==> src/rtl/shift_rotate_unit_if.sv <==
// Start/done handshake bundle between the accumulator controller and the shift/rotate engine.
// The master side issues requests; the slave side returns the result and flags.
interface shift_rotate_unit_if #(
   parameter int WIDTH = 4,
   parameter int CNT_W = 3
);
   logic             start;
   logic [2:0]       op;
   logic [CNT_W-1:0] count;
   logic [WIDTH-1:0] data_in;
   logic             carry_in;
   logic             busy;
   logic             done;
   logic [WIDTH-1:0] data_out;
   logic             carry_out;
   logic             zero_out;

   modport master (
      output start, op, count, data_in, carry_in,
      input  busy, done, data_out, carry_out, zero_out
   );

   modport slave (
      input  start, op, count, data_in, carry_in,
      output busy, done, data_out, carry_out, zero_out
   );
endinterface

==> src/rtl/shift_rotate_unit.sv <==
// Multi-cycle shift/rotate engine: one bit-step per clock over a programmable count.
// Result, carry and zero flag are working registers, valid while done is high.
module shift_rotate_unit #(
   parameter int WIDTH = 4,
   parameter int CNT_W = 3
) (
   input  logic                i_clk,
   input  logic                i_reset,
   shift_rotate_unit_if.slave  bus
);

   typedef enum logic [1:0] {
      S_IDLE  = 2'd0,
      S_SHIFT = 2'd1,
      S_DONE  = 2'd2
   } state_t;

   state_t           r_state;
   logic [WIDTH-1:0] r_data;
   logic             r_carry;
   logic             r_zero;
   logic [2:0]       r_op;
   logic [CNT_W-1:0] r_remain;
   logic             r_busy;
   logic             r_done;
   logic [WIDTH:0]   w_step;

   // One single-bit step; returns {new_carry, new_data}.
   function automatic logic [WIDTH:0] step_fn(
      input logic [2:0]       op,
      input logic [WIDTH-1:0] d,
      input logic             c
   );
      logic [WIDTH:0] r;
      case (op)
         3'b000:  r = {d[WIDTH-1], d[WIDTH-2:0], 1'b0};
         3'b001:  r = {d[0], 1'b0, d[WIDTH-1:1]};
         3'b010:  r = {d[0], d[WIDTH-1], d[WIDTH-1:1]};
         3'b011:  r = {d[WIDTH-1], d[WIDTH-2:0], d[WIDTH-1]};
         3'b100:  r = {d[0], d[0], d[WIDTH-1:1]};
         3'b101:  r = {d[WIDTH-1], d[WIDTH-2:0], c};
         3'b110:  r = {d[0], c, d[WIDTH-1:1]};
         default: r = {c, d};
      endcase
      return r;
   endfunction

   assign w_step = step_fn(r_op, r_data, r_carry);

   // Control FSM and working registers.
   always_ff @(posedge i_clk) begin
      if (i_reset) begin
         r_state  <= S_IDLE;
         r_data   <= '0;
         r_carry  <= 1'b0;
         r_zero   <= 1'b1;
         r_op     <= 3'b000;
         r_remain <= '0;
         r_busy   <= 1'b0;
         r_done   <= 1'b0;
      end else begin
         case (r_state)
            S_IDLE: begin
               r_done <= 1'b0;
               if (bus.start) begin
                  r_data  <= bus.data_in;
                  r_carry <= bus.carry_in;
                  r_zero  <= (bus.data_in == '0);
                  r_op    <= bus.op;
                  // NOP and zero counts skip SHIFT and return the operands unchanged.
                  if ((bus.count != '0) && (bus.op != 3'b111)) begin
                     r_remain <= bus.count;
                     r_busy   <= 1'b1;
                     r_state  <= S_SHIFT;
                  end else begin
                     r_remain <= '0;
                     r_busy   <= 1'b0;
                     r_done   <= 1'b1;
                     r_state  <= S_DONE;
                  end
               end else begin
                  r_busy  <= 1'b0;
                  r_state <= S_IDLE;
               end
            end
            S_SHIFT: begin
               r_data   <= w_step[WIDTH-1:0];
               r_carry  <= w_step[WIDTH];
               r_zero   <= (w_step[WIDTH-1:0] == '0);
               r_remain <= r_remain - CNT_W'(1);
               if (r_remain == CNT_W'(1)) begin
                  r_busy  <= 1'b0;
                  r_done  <= 1'b1;
                  r_state <= S_DONE;
               end else begin
                  r_busy  <= 1'b1;
                  r_done  <= 1'b0;
                  r_state <= S_SHIFT;
               end
            end
            S_DONE: begin
               r_busy  <= 1'b0;
               r_done  <= 1'b0;
               r_state <= S_IDLE;
            end
            default: begin
               r_busy  <= 1'b0;
               r_done  <= 1'b0;
               r_state <= S_IDLE;
            end
         endcase
      end
   end

   assign bus.busy      = r_busy;
   assign bus.done      = r_done;
   assign bus.data_out  = r_data;
   assign bus.carry_out = r_carry;
   assign bus.zero_out  = r_zero;

endmodule
==> src/flat_wrapper.sv <==
// flat-port wrapper written by rule: the top's interface ports become plain ports
module shift_rotate_unit_flat 
#(
   parameter int WIDTH = 4,
   parameter int CNT_W = 3
)
  (i_clk, i_reset, bus_start, bus_op, bus_count, bus_data_in, bus_carry_in, bus_busy, bus_done, bus_data_out, bus_carry_out, bus_zero_out);
  shift_rotate_unit_if #(.WIDTH(WIDTH), .CNT_W(CNT_W)) bus_i ();
  input  logic i_clk;
  input  logic i_reset;
  input wire logic [$bits(bus_i.start)-1:0] bus_start;
  input wire logic [$bits(bus_i.op)-1:0] bus_op;
  input wire logic [$bits(bus_i.count)-1:0] bus_count;
  input wire logic [$bits(bus_i.data_in)-1:0] bus_data_in;
  input wire logic [$bits(bus_i.carry_in)-1:0] bus_carry_in;
  output wire logic [$bits(bus_i.busy)-1:0] bus_busy;
  output wire logic [$bits(bus_i.done)-1:0] bus_done;
  output wire logic [$bits(bus_i.data_out)-1:0] bus_data_out;
  output wire logic [$bits(bus_i.carry_out)-1:0] bus_carry_out;
  output wire logic [$bits(bus_i.zero_out)-1:0] bus_zero_out;
  assign bus_i.start = bus_start;
  assign bus_i.op = bus_op;
  assign bus_i.count = bus_count;
  assign bus_i.data_in = bus_data_in;
  assign bus_i.carry_in = bus_carry_in;
  assign bus_busy = bus_i.busy;
  assign bus_done = bus_i.done;
  assign bus_data_out = bus_i.data_out;
  assign bus_carry_out = bus_i.carry_out;
  assign bus_zero_out = bus_i.zero_out;
  shift_rotate_unit #(.WIDTH(WIDTH), .CNT_W(CNT_W)) u_core (.i_clk(i_clk), .i_reset(i_reset), .bus(bus_i));
endmodule
==> config.mk <==
export PLATFORM = sky130hd
export DESIGN_NAME = shift_rotate_unit_flat
export DESIGN_NICKNAME = d
export VERILOG_FILES = /design/src/rtl/shift_rotate_unit_if.sv /design/src/rtl/shift_rotate_unit.sv /design/src/flat_wrapper.sv
export SDC_FILE = /design/constraint.sdc
export NUM_CORES = 1
export LEC_CHECK = 0
export CORE_MARGIN = 2
export CORE_UTILIZATION = 65
export CTS_CLUSTER_DIAMETER = 100
export DETAILED_ROUTE_END_ITERATION = 12
export DONT_BUFFER_PORTS = 1
export PLACE_DENSITY = 0.89
export SLEW_MARGIN = 20
export SYNTH_ARGS = -nofsm -noshare
export SYNTH_HDL_FRONTEND = slang
export SYNTH_SLANG_ARGS = --single-unit
==> constraint.sdc <==
create_clock -name i_clk -period 2.9 [get_ports i_clk]
set_input_delay 0.145 -clock i_clk [delete_from_list [all_inputs] [get_ports i_clk]]
set_output_delay 0.145 -clock i_clk [all_outputs]
set_load 0.01 [all_outputs]
==> flow_summary.html <==
<table>
<tr><th>Metric</th><th>Value</th></tr>
<tr><th colspan="2">Logic synthesis</th></tr>
<tr><td>Primary FF master, synth</td><td>dfxtp_1</td></tr>
<tr><td>Post-synth design cell area</td><td>977 um2</td></tr>
<tr><td>Average footprint of a synthesized cell</td><td>7.88 um2</td></tr>
<tr><td>Fraction of synthesized cell area taken by the top area cell type</td><td>approximately 29%</td></tr>
<tr><td>Sequential element share of the synthesized area</td><td>28.7%</td></tr>
<tr><td>Number of standard cells after synthesis</td><td>124</td></tr>
<tr><td>Count of cell types in the netlist</td><td>40</td></tr>
<tr><td>Synth area leaders</td><td>dfxtp_1 (29%), mux2i_1 (8.2%), a21oi_1 (5.6%)</td></tr>
<tr><td>Yosys synthesis warning count</td><td>0</td></tr>
<tr><td>Async set-reset flop share out of synthesis</td><td>0%</td></tr>
<tr><td>Most instantiated cells after synthesis</td><td>dfxtp_1 (14), a21oi_1 (11), nor2_1 (10), mux2i_1 (8)</td></tr>
<tr><td>Synthesized flop and latch total</td><td>14</td></tr>
<tr><td>Most common cell in the netlist</td><td>dfxtp_1</td></tr>
<tr><td>Number of nets produced by synthesis</td><td>140</td></tr>
<tr><td>Count of flip-flops with a built-in enable after synthesis</td><td>0</td></tr>
<tr><td>Library cell occupying the most area in the post-synthesis netlist</td><td>dfxtp_1</td></tr>
<tr><th colspan="2">Critical path</th></tr>
<tr><td>Critical path start-end classification</td><td>flip-flop to flip-flop</td></tr>
<tr><td>Most Frequent Cell on Critical Path</td><td>or3_1</td></tr>
<tr><td>Maximum net fanout on the critical path</td><td>17</td></tr>
<tr><td>Kind of start point of the critical path</td><td>flip-flop</td></tr>
<tr><td>Buffers plus inverters on the worst setup path</td><td>0</td></tr>
<tr><td>Critical path endpoint category</td><td>flip-flop</td></tr>
<tr><td>Register-to-register path setup slack</td><td>around 1 ns</td></tr>
<tr><td>Data required, critical path</td><td>3.10 ns</td></tr>
<tr><td>Family with the most delay on the worst path</td><td>simple AND/OR/NAND/NOR gates</td></tr>
<tr><td>R2r worst-path depth</td><td>5</td></tr>
<tr><td>Worst r2r dst</td><td>u_core.bus.data_out[0]$_SDFFE_PP0P_</td></tr>
<tr><td>Highest cell delay on the worst timing path</td><td>0.71 ns</td></tr>
<tr><td>Crit path max-delay cell type</td><td>dfxtp_1</td></tr>
<tr><td>WP data arrival</td><td>2.10 ns</td></tr>
<tr><td>Origin of the critical flop-to-flop path</td><td>u_core.r_op[1]$_SDFFE_PP0P_</td></tr>
<tr><td>Ordered cell list for the critical path</td><td>nor2_1, or3_1, a22o_1, or3_1, a21oi_1</td></tr>
<tr><th colspan="2">Route</th></tr>
<tr><td>Detailed-routed wire length on met3</td><td>167 um</td></tr>
<tr><td>Routed WL</td><td>2240 um</td></tr>
<tr><td>Detailed router's first-iteration violation count</td><td>36</td></tr>
<tr><td>Met2 routed WL</td><td>around 1100 um</td></tr>
<tr><td>Number of nets with antenna violations after routing</td><td>0</td></tr>
<tr><td>Routed length per instance</td><td>16.7 um</td></tr>
<tr><td>Post-detailed-route via-to-cell ratio</td><td>7.17</td></tr>
<tr><td>Top routing layer in use</td><td>met4</td></tr>
<tr><td>Routed metal-1 wire length</td><td>922 um</td></tr>
<tr><td>Number of detailed-routing iterations run before antenna repair</td><td>4</td></tr>
<tr><td>Number of design rule violations left after detail routing</td><td>0</td></tr>
<tr><td>Detailed-route via count</td><td>approximately 960</td></tr>
<tr><th colspan="2">Power and ir drop</th></tr>
<tr><td>Power Density</td><td>533 nW/um2</td></tr>
<tr><td>Overall Power</td><td>0.515 mW</td></tr>
<tr><td>Max rail drop VDD</td><td>0.291 mV</td></tr>
<tr><td>Pleak</td><td>around 0.34 nW</td></tr>
<tr><th colspan="2">STA</th></tr>
<tr><td>Number of hold violations in the final report</td><td>0</td></tr>
<tr><td>Setup slack of the critical path after layout</td><td>1.00 ns</td></tr>
<tr><td>Number of max-slew violations in the final report</td><td>0</td></tr>
<tr><td>Tightest slew margin relative to the limit</td><td>about 51%</td></tr>
<tr><td>Minimum clock period</td><td>1.90 ns</td></tr>
<tr><td>Fraction of the cycle the final worst path needs</td><td>65.4%</td></tr>
<tr><td>Final-report setup violation count</td><td>0</td></tr>
<tr><td>Peak clock frequency supported by timing</td><td>between 0.5 and 0.6 GHz</td></tr>
<tr><td>Worst Tran Pin Value</td><td>0.730 ns</td></tr>
<tr><td>Unrepaired setup endpoints after global routing</td><td>no</td></tr>
<tr><td>Post-Route Setup TNS</td><td>0 ns</td></tr>
<tr><td>Worst hold margin</td><td>0.0292 ns</td></tr>
<tr><td>Post-Route Skew</td><td>0.00738 ns</td></tr>
<tr><th colspan="2">Layout</th></tr>
<tr><td>N_diodes</td><td>0</td></tr>
<tr><td>Count of nets after finishing</td><td>136</td></tr>
<tr><td>Share of post-route cells with drive strength above 1</td><td>3.36%</td></tr>
<tr><td>Number of cells in the finished layout apart from fillers</td><td>134</td></tr>
<tr><td>Area growth from synthesis to final layout</td><td>-1.15%</td></tr>
<tr><td>Final design area excluding fillers</td><td>just under 1000 um2</td></tr>
<tr><td>Final core occ</td><td>71.5%</td></tr>
<tr><th colspan="2">Place</th></tr>
<tr><td>Total placed cells including tap cells</td><td>129</td></tr>
<tr><td>Detailed placement HPWL</td><td>about 1600 um</td></tr>
<tr><td>Worst slack after detailed placement</td><td>1.03 ns</td></tr>
<tr><td>Number of buffers added on ports</td><td>0</td></tr>
<tr><td>Post-place instance area</td><td>920 um2</td></tr>
<tr><td>Weighted congestion at the end of routability-driven global placement</td><td>0.906</td></tr>
<tr><th colspan="2">CTS</th></tr>
<tr><td>Inserted Clock Buffers</td><td>3</td></tr>
<tr><td>Count of clock tree sinks</td><td>14</td></tr>
<tr><td>Clock Root Buffer</td><td>clkbuf_4</td></tr>
<tr><td>Deepest level of the CTS H-tree</td><td>1</td></tr>
<tr><td>Max Root-Sink Buffers</td><td>2</td></tr>
<tr><td>Source-to-sink clock delay at the later pin of the worst-skew pair</td><td>0.27 ns</td></tr>
<tr><td>Post-CTS setup buffers</td><td>0</td></tr>
<tr><td>CTS tree</td><td>done</td></tr>
<tr><td>Post-CTS clock slew at the launch and capture registers of the worst setup and hold paths</td><td>around 0.09 ns</td></tr>
<tr><td>Post-cts resize count</td><td>0</td></tr>
<tr><td>Count of hold buffers inserted by post-cts repair</td><td>1</td></tr>
<tr><th colspan="2">Global route</th></tr>
<tr><td>Total routing usage reported by global routing</td><td>between 20 and 30%</td></tr>
<tr><td>Sum of overflow across all layers after global routing</td><td>0</td></tr>
<tr><td>Wire length of the first global-routing pass</td><td>~4000 um</td></tr>
<tr><td>Maximum number of pins on one net before global-route repair</td><td>18</td></tr>
<tr><td>Number of antenna violations at the first check in global routing</td><td>0</td></tr>
<tr><td>Number of global-route vias before repair</td><td>847</td></tr>
<tr><th colspan="2">Floorplanning</th></tr>
<tr><td>Die X</td><td>42.8 um</td></tr>
<tr><td>Number of rows created at floorplan</td><td>13</td></tr>
<tr><td>Num ports</td><td>22</td></tr>
<tr><td>Standard cell core area</td><td>1350 um2</td></tr>
<tr><td>Die height</td><td>between 40 and 50 um</td></tr>
<tr><td>Effective utilization at floorplan</td><td>between 70% and 80%</td></tr>
<tr><td>Die Area</td><td>1830 um2</td></tr>
<tr><th colspan="2">Min path</th></tr>
<tr><td>Worst min-delay path startpoint</td><td>bus_op[2]</td></tr>
<tr><td>Hold Path Cell Cnt</td><td>2</td></tr>
<tr><td>Worst-case hold path end point</td><td>u_core.r_op[2]$_SDFFE_PP0P_</td></tr>
<tr><td>Tightest Hold Check Type</td><td>input pin to flip-flop</td></tr>
<tr><th colspan="2">Flow run</th></tr>
<tr><td>Max capacitance violation total</td><td>0</td></tr>
<tr><th colspan="2">Outcome</th></tr>
<tr><td>Outcome</td><td>finished clean</td></tr>
</table>
==> final cells by class <==
type | count | area, um2
Clock buffer | 4 | 36.3
Multi-Input combinational cell | 93 | 594
Inverter | 7 | 26.3
Sequential cell | 14 | 280
Timing Repair Buffer | 1 | 10.0
Fill cell | 116 | 384
Tap cell | 15 | 18.8
==> where the power goes <==
part | total [mW] | internal [mW] | switching [mW]
Clock | 0.135 | 0.0762 | 0.0587
Combinational | 0.123 | 0.0555 | 0.0672
Sequential | 0.258 | 0.213 | 0.0449
Total | 0.515 | 0.345 | 0.171
==> sequential cells by signal (all words and copies together) (netlist names) <==
register and cells:
u_core.r_op 3, u_core.bus.data_out 4, u_core.bus.zero_out 1, u_core.bus.busy 1
u_core.bus.carry_out 1, u_core.bus.done 1, u_core.r_remain 3
==> how the worst max path moves through the flow <==
stage	start	endpoint	slack, ns	cells past startpoint
after floorplan	u_core.bus.data_out[3]$_SDFFE_PP0P_	u_core.bus.data_out[0]$_SDFFE_PP0P_	1.19	6
after global placement	u_core.bus.data_out[3]$_SDFFE_PP0P_	u_core.bus.data_out[0]$_SDFFE_PP0P_	1.12	5
after detailed placement	u_core.r_op[1]$_SDFFE_PP0P_	u_core.bus.data_out[0]$_SDFFE_PP0P_	1.03	5
after CTS	u_core.r_op[1]$_SDFFE_PP0P_	u_core.bus.data_out[0]$_SDFFE_PP0P_	1.01	5
after global routing	u_core.r_op[1]$_SDFFE_PP0P_	u_core.bus.data_out[0]$_SDFFE_PP0P_	0.82	5
final	u_core.r_op[1]$_SDFFE_PP0P_	u_core.bus.data_out[0]$_SDFFE_PP0P_	1.00	5
==> cells by family (layout without fill, tap and decap cells) <==
family,Yosys count,in the layout,share of synthesized area [%]
buffers and inverters,17,12,10.5
AND/OR/NAND/NOR,39,39,20.4
adder cells (fa/ha/maj),2,2,2.56
flip-flops,14,14,28.7
XOR/XNOR,1,1,0.896
AO/OA/AOI/OAI,43,43,28.8
multiplexers,8,8,8.19
==> layout by cell type (no fill, tap or decap), drive strengths merged <==
master	instances
o22ai	1
a211oi	2
o221ai	2
ha	2
nand2	4
dfxtp	14
o211ai	2
o21ai	10
mux2i	8
a21oi	11
a221oi	2
nor2b	4
and3b	1
nand3	4
nand2b	2
a211o	1
a311oi	1
nor3	7
o311ai	2
or3	4
dlygate4sd3	1
a22o	1
a32oi	1
nor2	10
a22oi	2
o31ai	2
xor2	1
o21ba	1
nand3b	1
or2	1
inv	7
a31oi	2
clkbuf	4
nand4	1
==> routing by layer <==
metal  track usage (%)  vias up
met2              45.5       48
met1              36.5      454
li1                  -      451
met3              6.38        8
met5                 0        -
met4              6.25        0
(Power assumes the default switching activity.)
